===== config.mk =====
export PLATFORM = sky130hd
export DESIGN_NAME = vram_plane_fetch
export DESIGN_NICKNAME = d
export VERILOG_FILES = /design/src/rtl/vram_plane_fetch.sv
export SDC_FILE = /design/constraint.sdc
export NUM_CORES = 1
export LEC_CHECK = 0
export CAP_MARGIN = 40
export CORE_ASPECT_RATIO = 1.4
export CORE_MARGIN = 5
export CORE_UTILIZATION = 40
export CTS_BUF_LIST = sky130_fd_sc_hd__clkbuf_4 sky130_fd_sc_hd__clkbuf_8 sky130_fd_sc_hd__clkbuf_16
export CTS_CLUSTER_SIZE = 28
export DETAILED_ROUTE_END_ITERATION = 10
export DONT_BUFFER_PORTS = 1
export SKIP_LAST_GASP = 1
export SLEW_MARGIN = 15
export SYNTH_ARGS = -nofsm -noshare
export SYNTH_HDL_FRONTEND = slang
export SYNTH_SLANG_ARGS = --single-unit

===== constraint.sdc =====
create_clock -name clk -period 2.3 [get_ports clk]
set_input_delay 0.23 -clock clk [delete_from_list [all_inputs] [get_ports clk]]
set_output_delay 0.23 -clock clk [all_outputs]
set_load 0.02 [all_outputs]

===== src/rtl/vram_plane_fetch.sv =====
// Six-plane VRAM fetch stage with a double-buffered cell output and CPU access
// interleaving into the free slots of each 8-pixel cell.
module vram_plane_fetch #(
    parameter logic [15:0] PLANE_BASE = 16'h0000,
    parameter logic [15:0] PLANE_SIZE = 16'h2000
) (
    input  logic        clk,
    input  logic        reset_n,
    input  logic [8:0]  h,
    input  logic        disp_en,
    input  logic [12:0] vdp_addr,
    output logic [15:0] vram_addr,
    output logic        vram_rd,
    output logic        vram_wr,
    output logic [7:0]  vram_dout,
    input  logic [7:0]  vram_din,
    input  logic        cpu_req,
    input  logic        cpu_we,
    input  logic [15:0] cpu_addr,
    input  logic [7:0]  cpu_wdata,
    output logic [7:0]  cpu_rdata,
    output logic        cpu_ack,
    output logic [7:0]  fg1,
    output logic [7:0]  fg2,
    output logic [7:0]  fg3,
    output logic [7:0]  bg1,
    output logic [7:0]  bg2,
    output logic [7:0]  bg3
);

    // The cycle in which a grant fires is the issue cycle; the arbiter then
    // spends exactly one clock in ACK, giving one access per two clocks.
    typedef enum logic {
        ARB_IDLE,
        ARB_ACK
    } arb_state_t;

    arb_state_t  state;
    arb_state_t  state_next;

    logic [2:0]  slot;
    logic        started;
    logic        cell_disp;
    logic        valid;
    logic        ack_we;
    logic [12:0] cell_addr;
    logic [15:0] last_addr;
    logic [7:0]  shadow [6];

    logic        fetch;
    logic        slot_free;
    logic        issue;
    logic [12:0] fetch_cell;
    logic [15:0] fetch_addr;
    logic        unused_h;

    assign slot     = h[2:0];
    assign unused_h = ^h[8:3];

    // Slot 0 decides the cell from the live inputs; later slots use the latched cell.
    always_comb begin
        fetch      = 1'b0;
        slot_free  = 1'b0;
        fetch_cell = (slot == 3'd0) ? vdp_addr : cell_addr;
        fetch_addr = PLANE_BASE + 16'(slot) * PLANE_SIZE + {3'b000, fetch_cell};
        if (slot == 3'd0) begin
            fetch     = started && disp_en;
            slot_free = !disp_en;
        end else begin
            fetch     = cell_disp && (slot <= 3'd5);
            slot_free = !cell_disp || (slot >= 3'd6);
        end
        issue = started && (state == ARB_IDLE) && cpu_req && slot_free;
    end

    always_comb begin
        state_next = state;
        vram_rd    = 1'b0;
        vram_wr    = 1'b0;
        vram_addr  = last_addr;
        vram_dout  = 8'h00;
        cpu_ack    = 1'b0;
        cpu_rdata  = 8'h00;
        if (fetch) begin
            vram_rd   = 1'b1;
            vram_addr = fetch_addr;
        end else if (issue) begin
            vram_addr = cpu_addr;
            vram_rd   = !cpu_we;
            vram_wr   = cpu_we;
            vram_dout = cpu_wdata;
        end
        case (state)
            ARB_IDLE: begin
                if (issue) begin
                    state_next = ARB_ACK;
                end
            end
            ARB_ACK: begin
                cpu_ack    = 1'b1;
                cpu_rdata  = ack_we ? 8'h00 : vram_din;
                state_next = ARB_IDLE;
            end
            default: state_next = ARB_IDLE;
        endcase
    end

    always_ff @(posedge clk or negedge reset_n) begin
        if (!reset_n) begin
            state <= ARB_IDLE;
        end else begin
            state <= state_next;
        end
    end

    // Shadow bytes fill during the cell and are only exposed at the next slot 0,
    // so the colour stage sees one stable byte set per cell.
    always_ff @(posedge clk or negedge reset_n) begin
        if (!reset_n) begin
            started   <= 1'b0;
            cell_disp <= 1'b0;
            valid     <= 1'b0;
            ack_we    <= 1'b0;
            cell_addr <= 13'h0000;
            last_addr <= 16'h0000;
            for (int i = 0; i < 6; i++) begin
                shadow[i] <= 8'h00;
            end
            fg1 <= 8'h00;
            fg2 <= 8'h00;
            fg3 <= 8'h00;
            bg1 <= 8'h00;
            bg2 <= 8'h00;
            bg3 <= 8'h00;
        end else begin
            started   <= 1'b1;
            last_addr <= vram_addr;
            if (issue) begin
                ack_we <= cpu_we;
            end
            if (slot == 3'd0) begin
                cell_disp <= started && disp_en;
                cell_addr <= vdp_addr;
                valid     <= 1'b0;
                if (valid) begin
                    fg1 <= shadow[0];
                    fg2 <= shadow[1];
                    fg3 <= shadow[2];
                    bg1 <= shadow[3];
                    bg2 <= shadow[4];
                    bg3 <= shadow[5];
                end
            end else if (cell_disp && (slot <= 3'd6)) begin
                shadow[slot - 3'd1] <= vram_din;
                if (slot == 3'd6) begin
                    valid <= 1'b1;
                end
            end
        end
    end

endmodule


==> reports/qor.yml, run 1 <==
dr.pass1.iters: 4
net-switching-power_mw: 2.79
cts_hold_buf: 22
leakage_nw: 2.98
peakVddDrop_uv: 441
grt_pass1_wl_um: 21100
synth_nets: 456
cts_root_buf: "clkbuf_16"
grt_max_degree: 131
grt_use_met3_pct: 6.33
finalHoldViolations: 130
crit_path_top_delay_cell: "dfrtp_1"
dp.cells: 588
final_cell_area_um2: 6600
period_share_pct: 94.9
final_common_cell: "dfrtp_1"
die_h_um: 148
initial_core_util_pct: 40.6
total_power_mw: 8.47
wl_um: 13200
top_usage_layer: "met2"
final_cell_mix: "dfrtp_1, mux2_2, nand2_1, buf_4, dlygate4sd3_1"
track_usage_pct: 17.6
synth_area_um2: 5420
synth-seq-area-share_pct: 60.1
max-cap-violations: 0
worst_clock_skew_ns: 0.00937
clk_latency_ns: 0.41
ant_nets: 0
numCtsBuffers: 17
ys_seq_elements: 130
synth_flop_cell: "dfrtp_1"
gp_congestion: 0.756
grt_overflow: 0
core_um2: 13300
layout.cells.non_filler: 644
wl_per_cell_um: 20.5
crit_path_frequent_cell: "buf_4"
die-area_um2: 16000
grt_pass1_vias: 3834
yosysWarnings: 0
hp-class: "in2async"
max_stage_delay_ns: 0.48
synthToLayoutAreaGrowth_pct: 21.9
vias_per_cell: 5.38
synth-edff-count: 0
drt_iter0_markers: 54
relSlewSlack_pct: 60.4
num_io_pins: 142
seqPwrFrac_pct: 50.6
worstPathArrival_ns: 1.95
path_cells: "nor2b_1 -> and3_1 -> buf_4 -> nand3_1 -> a32oi_1 -> buf_4"
hpwl_um: 8670
grt_util_met1_pct: 19.8
setup_viol: 0
antenna_found_initial: 1
nets: 510
maxSlewViolCount: 0
tightest_slew_ns: 0.593
clkPwrFrac_pct: 30.0
powerDensity_nw_per_um2: 1280
synthDistinctLibCells: 36
num_vias: 3463
placed_cell_area_um2: 5810
max_clock_freq_ghz: 0.458
synth_cells: 393
crit_type: "reg2out"
rsz0062_at_grt: "no"
period_needed_ns: 2.18
crit_path_max_fanout: 16
fp-row-count: 50
startpoint_type: "flop"
failed_checks: "negative hold slack"
critPathRequiredTime_ns: 2.07
use_met2_pct: 29.8
cts_setup_buffers: 0
run_status: "finished, violations left"
htree_levels: 4
internal_power_mw: 5.68
drive_gt1_share_pct: 37.8
hold_ws_ns: -0.484
clkTransAtPathRegs_ns: 0.06
syn_avg_cell_area_um2: 13.8
die_x_um: 108
endpoint_kind: "primary output"
cts_tree: "yes"
swShare_pct: 32.9
drc: 0
cts_buffer_depth: 2
r2r_slack_ns: 0.53
clock-sinks: 130
io_buffers: 0
p_comb_share_pct: 19.4
synthArstFlopShare_pct: 100
## state kept, by name, summed over array words and instances (netlist names), 8 cells and up
name	count
bg1	8
bg2	8
bg3	8
cell_addr	13
fg1	8
fg2	8
fg3	8
last_addr	16
shadow	48
## power groups by stage
stage                     Combinational [mW]  Clock (mW)  Sequential [mW]
after floorplan                         1.26           0             4.13
after global placement                  1.53           0             4.32
after detailed placement                1.60           0             4.36
after CTS                               1.66        2.63             4.32
after global routing                    1.81        2.73             4.42
final                                   1.65        2.54             4.29
## timing repair
action	in CTS	in global routing
hold endpoints to repair	192	130
resized for setup	0	2
endpoints found under the setup margin	0	26
## kinds of logic after synthesis
family                     after synthesis  synth area share, %
xor gates and xnor gates                 1                0.162
and+or+nand+nor                         81                 8.32
DFF                                    130                 60.1
other                                    1               0.0692
AOI/OAI and AO/OA                       53                 7.23
buffers and inverters                   25                 2.10
adders and majority gates                4                0.924
muxes                                   98                 21.1
## metrics by stage
stage | utilization [%] | TNS [ns] | setup slack, ns
floorplan | - | 0 | 0.0535
global placement | 43.5 | -0.729 | -0.0741
detailed placement | 43.6 | 0 | 0.0293
CTS | 49.5 | 0 | 0.00101
global route | 49.5 | 0 | 0.00137
finish | 49.5 | 0 | 0.117
## metal layers
layer  vias to the layer above  part of all wire, %
met1                      1777                   38
met5                         -                    0
met3                        25                  7.9
met4                         0                  2.5
met2                       141                   52
li1                       1520                    -
## final cells by class
cell class | instances | area (um^2)
sequential | 130 | 3250
inverter | 6 | 22.5
timing repair buffer | 54 | 473
clock inverter | 14 | 131
antenna | 2 | 5.00
multi-input combinational | 238 | 2060
tap | 182 | 228
fill | 1203 | 6720
clock buffer | 18 | 433
## Yosys cell counts (2+ instances only)
cell type	n	share of area, %
nand3_1	2	0.18
and2_1	8	0.92
dfrtp_1	130	60
mux2_4	8	2.2
nor2b_1	3	0.35
nor2_2	2	0.23
nand3b_1	2	0.28
nor2_4	2	0.42
nand2_1	43	3.0
nand4_4	2	0.79
buf_2	10	0.92
ha_1	4	0.92
a2bb2oi_1	15	2.4
o21ai_0	16	1.5
and3_1	10	1.2
mux2_2	89	19
clkbuf_1	7	0.49
inv_1	6	0.42
a32oi_1	16	2.6
nor2_1	2	0.14
## critical path: cells and delay by family, from the launching register on
kind | cells | cell delay (ns)
flip-flops | 1 | 0.48
AND/OR/NAND/NOR | 3 | 0.44
buffers and inverters | 2 | 0.39
AO/OA/AOI/OAI | 1 | 0.23
## final timing paths
kind                                              from                endpoint  cells past startpoint
worst max-delay path                   state$_DFF_PN0_           vram_addr[15]                      6
worst min-delay path                           reset_n      bg1[2]$_DFFE_PN0P_                      0
worst max register to register   cell_disp$_DFFE_PN0P_  shadow[22]$_DFFE_PN0P_                      3
worst min register to register  cell_addr[6]$_DFF_PN0_  cell_addr[6]$_DFF_PN0_                      2
max in group asynchronous                      reset_n       started$_DFF_PN0_                      0
min in group clk                                  h[2]       valid$_DFFE_PN0P_                      2
Power figures use the tool's default switching activity.
==> inputs of run 2 (changes only) <==
Settings changed: CORE_MARGIN 5 to unset, SLEW_MARGIN 15 to 0.
==> run 2 against run 1 <==
Net effect: the flow still finishes with violations (negative hold slack); combinational power about the same; sequential share of layout area decreased by 0.44 points; largest cell class unchanged; critical endpoint is now vram_addr[7]; routed wire length down 5.5%; largest power group unchanged; global-route usage grew 1.8 points; cell count fell by 0.62%.
==> reports/qor.yml, run 2 (same netlist as run 1, synthesis figures left out) <==
hold_ws_ns: -0.483  # +0.00136 ns
clkPwrFrac_pct: 31.8  # +1.8 points
gp_congestion: 0.708  # -6.2%
max_stage_delay_ns: 0.47  # about the same
maxSlewViolCount: 0  # unchanged
place_ws_ns: 0.151  # +0.121 ns
io_buffers: 0  # unchanged
path_cells: "nor2b_1 -> and3_4 -> buf_4 -> a32oi_1 -> a2bb2oi_1 -> buf_4"
crit_path_max_fanout: 8  # -8
worst_clock_skew_ns: 0.00683  # -0.00254 ns
initial_core_util_pct: 41.7  # +1.0 points
crit_type: "reg2out"
cts_buffer_depth: 2  # unchanged
startpoint_type: "flop"
die_x_um: 100  # -7.4%
finalHoldViolations: 130  # unchanged
crit_path_top_delay_cell: "dfrtp_2"
grt_overflow: 0  # unchanged
clock-sinks: 130  # unchanged
htree_levels: 4  # unchanged
critPathRequiredTime_ns: 2.07  # about the same
num_io_pins: 142  # unchanged
drt_iter0_markers: 97  # +80%
numCtsBuffers: 17  # unchanged
wl_per_cell_um: 19.5  # -4.9%
grt_max_degree: 131  # unchanged
swShare_pct: 31.6  # -1.3 points
net-switching-power_mw: 2.74  # -2.0%
antennaDiodeCount: 0  # -2
seq_area_um2: 3260  # about the same
cts_tree: "yes"
rsz0062_at_grt: "no"
drive_gt1_share_pct: 38.7  # +0.92 points
setup_viol: 0  # unchanged
relSlewSlack_pct: 66.3  # +5.9 points
grt_pass1_wl_um: 20100  # -4.6%
grt_pass1_vias: 3665  # -4.4%
core_um2: 13000  # -2.5%
vias_per_cell: 5.24  # -2.6%
final_common_cell: "dfrtp_1"
total_power_mw: 8.65  # +2.1%
powerDensity_nw_per_um2: 1300  # +1.1%
seqPwrFrac_pct: 49.4  # -1.2 points
endpoint_kind: "primary output"
drc: 0  # unchanged
p_comb_share_pct: 18.8  # -0.6 points
ant_nets: 0  # unchanged
num_vias: 3352  # -3.2%
hp-class: "in2async"
num-fill-cells: 1154  # -4.1%
tightest_slew_ns: 0.505  # -0.0888 ns
largest_reg_flops: 48  # unchanged
multiInputGateArea_um2: 2070  # +0.43%
dr.pass1.iters: 4  # unchanged
max-cap-violations: 0  # unchanged
internal_power_mw: 5.91  # +4.1%
cts_root_buf: "clkbuf_16"
worstPathArrival_ns: 1.93  # -0.02 ns
cts_hold_buf: 22  # unchanged
die_h_um: 140  # -5.4%
clkTransAtPathRegs_ns: 0.06  # about the same
setup_tns_ns: 0  # unchanged
synthToLayoutAreaGrowth_pct: 23.1
worst_slack_ns: 0.141  # +0.0242 ns
reg_top3: "shadow: 48 flops, last_addr: 16 flops, cell_addr: 13 flops"
period_needed_ns: 2.16  # -0.0242 ns
antenna_found_initial: 0  # -1
nets: 512  # +0.39%
crit_path_frequent_cell: "buf_4"
fp-row-count: 49  # -2.0%
run_status: "finished, violations left"
track_usage_pct: 19.4  # +1.8 points
clk_latency_ns: 0.40  # about the same
leakage_nw: 3.02  # +1.4%
largest-register: "shadow"
hpwl_um: 8180  # -5.6%
peakVddDrop_uv: 595  # +35%
die-area_um2: 14000  # -12%
failed_checks: "negative hold slack"
worst-path-buf-inv: 2  # unchanged
crit_family: "flip-flops"
max_clock_freq_ghz: 0.463  # +1.1%
period_share_pct: 93.9  # -1.1 points
wl_um: 12500  # -5.5%
final_cell_mix: "dfrtp_1, mux2_2, nand2_1, buf_4, dlygate4sd3_1"
run 2: cell types whose count changed in the layout (fill, tap and decap cells not counted), sizes merged:
| cell | before | now |
|---|---|---|
| clkinv | 6 | 7 |
| buf | 32 | 34 |
| clkinvlp | 4 | 1 |
| bufinv | 1 | 3 |
| diode | 2 | 0 |
run 2: worst paths after layout:
kind	start	to	slack [ns]	cells past startpoint
max	state$_DFF_PN0_	vram_addr[7]	0.14	6
min reg2reg	cell_addr[8]$_DFF_PN0_	cell_addr[8]$_DFF_PN0_	0.47	2
max in group asynchronous	reset_n	state$_DFF_PN0_	2.64	0
min in group clk	h[2]	valid$_DFFE_PN0P_	0.03	2
max reg2reg	cell_disp$_DFFE_PN0P_	ack_we$_DFFE_PN0P_	0.68	4
min	reset_n	bg1[2]$_DFFE_PN0P_	-0.48	0
run 2: final cells by class:
cell class                 instances  area share (%)
timing repair buffer              56            7.32
tap                              178            3.34
multi-input combinational        238            31.0
sequential                       130            48.8
clock buffer                      18            6.49
inverter                           6           0.338
clock inverter                    14            2.70
run 2: metrics by stage:
stage	cells	util [%]	instance area, um^2
after floorplan	393	-	5420
after global placement	586	44.8	5820
after detailed placement	586	44.8	5820
after CTS	640	51.2	6650
after global routing	640	51.3	6670
final	640	51.3	6670
run 2: what timing repair did:
item / 4_1_cts / 5_1_grt
hold endpoints to repair: 192 / 130
cloned: 0 / 0
setup buffers: 0 / 0
gates resized for setup: 1 / 4
pin swaps: 0 / 0
setup endpoints to repair: 9 / 5
run 2: worst reg2reg max path: stages, from the launching register on:
cell and delay [ns]:
dfrtp_2 0.47, o21a_1 0.16, buf_4 0.18, nor2_2 0.31
mux2_2 0.38
run 2: layer usage:
metal | global-route usage (%) | vias up | share of wire, %
li1 | - | 1516 | -
met1 | 21.2 | 1672 | 37
met2 | 33.3 | 149 | 53
met3 | 7.68 | 15 | 9.1
met4 | 7.40 | 0 | 1.6
met5 | 0 | - | 0
run 2: power by group through the flow:
| stage | Sequential [mW] | Clock (mW) | Combinational (mW) |
|---|---|---|---|
| floorplan | 4.13 | 0 | 1.26 |
| global placement | 4.29 | 0 | 1.53 |
| detailed placement | 4.33 | 0 | 1.58 |
| CTS | 4.30 | 2.81 | 1.64 |
| global route | 4.41 | 2.92 | 1.79 |
| finish | 4.27 | 2.75 | 1.63 |
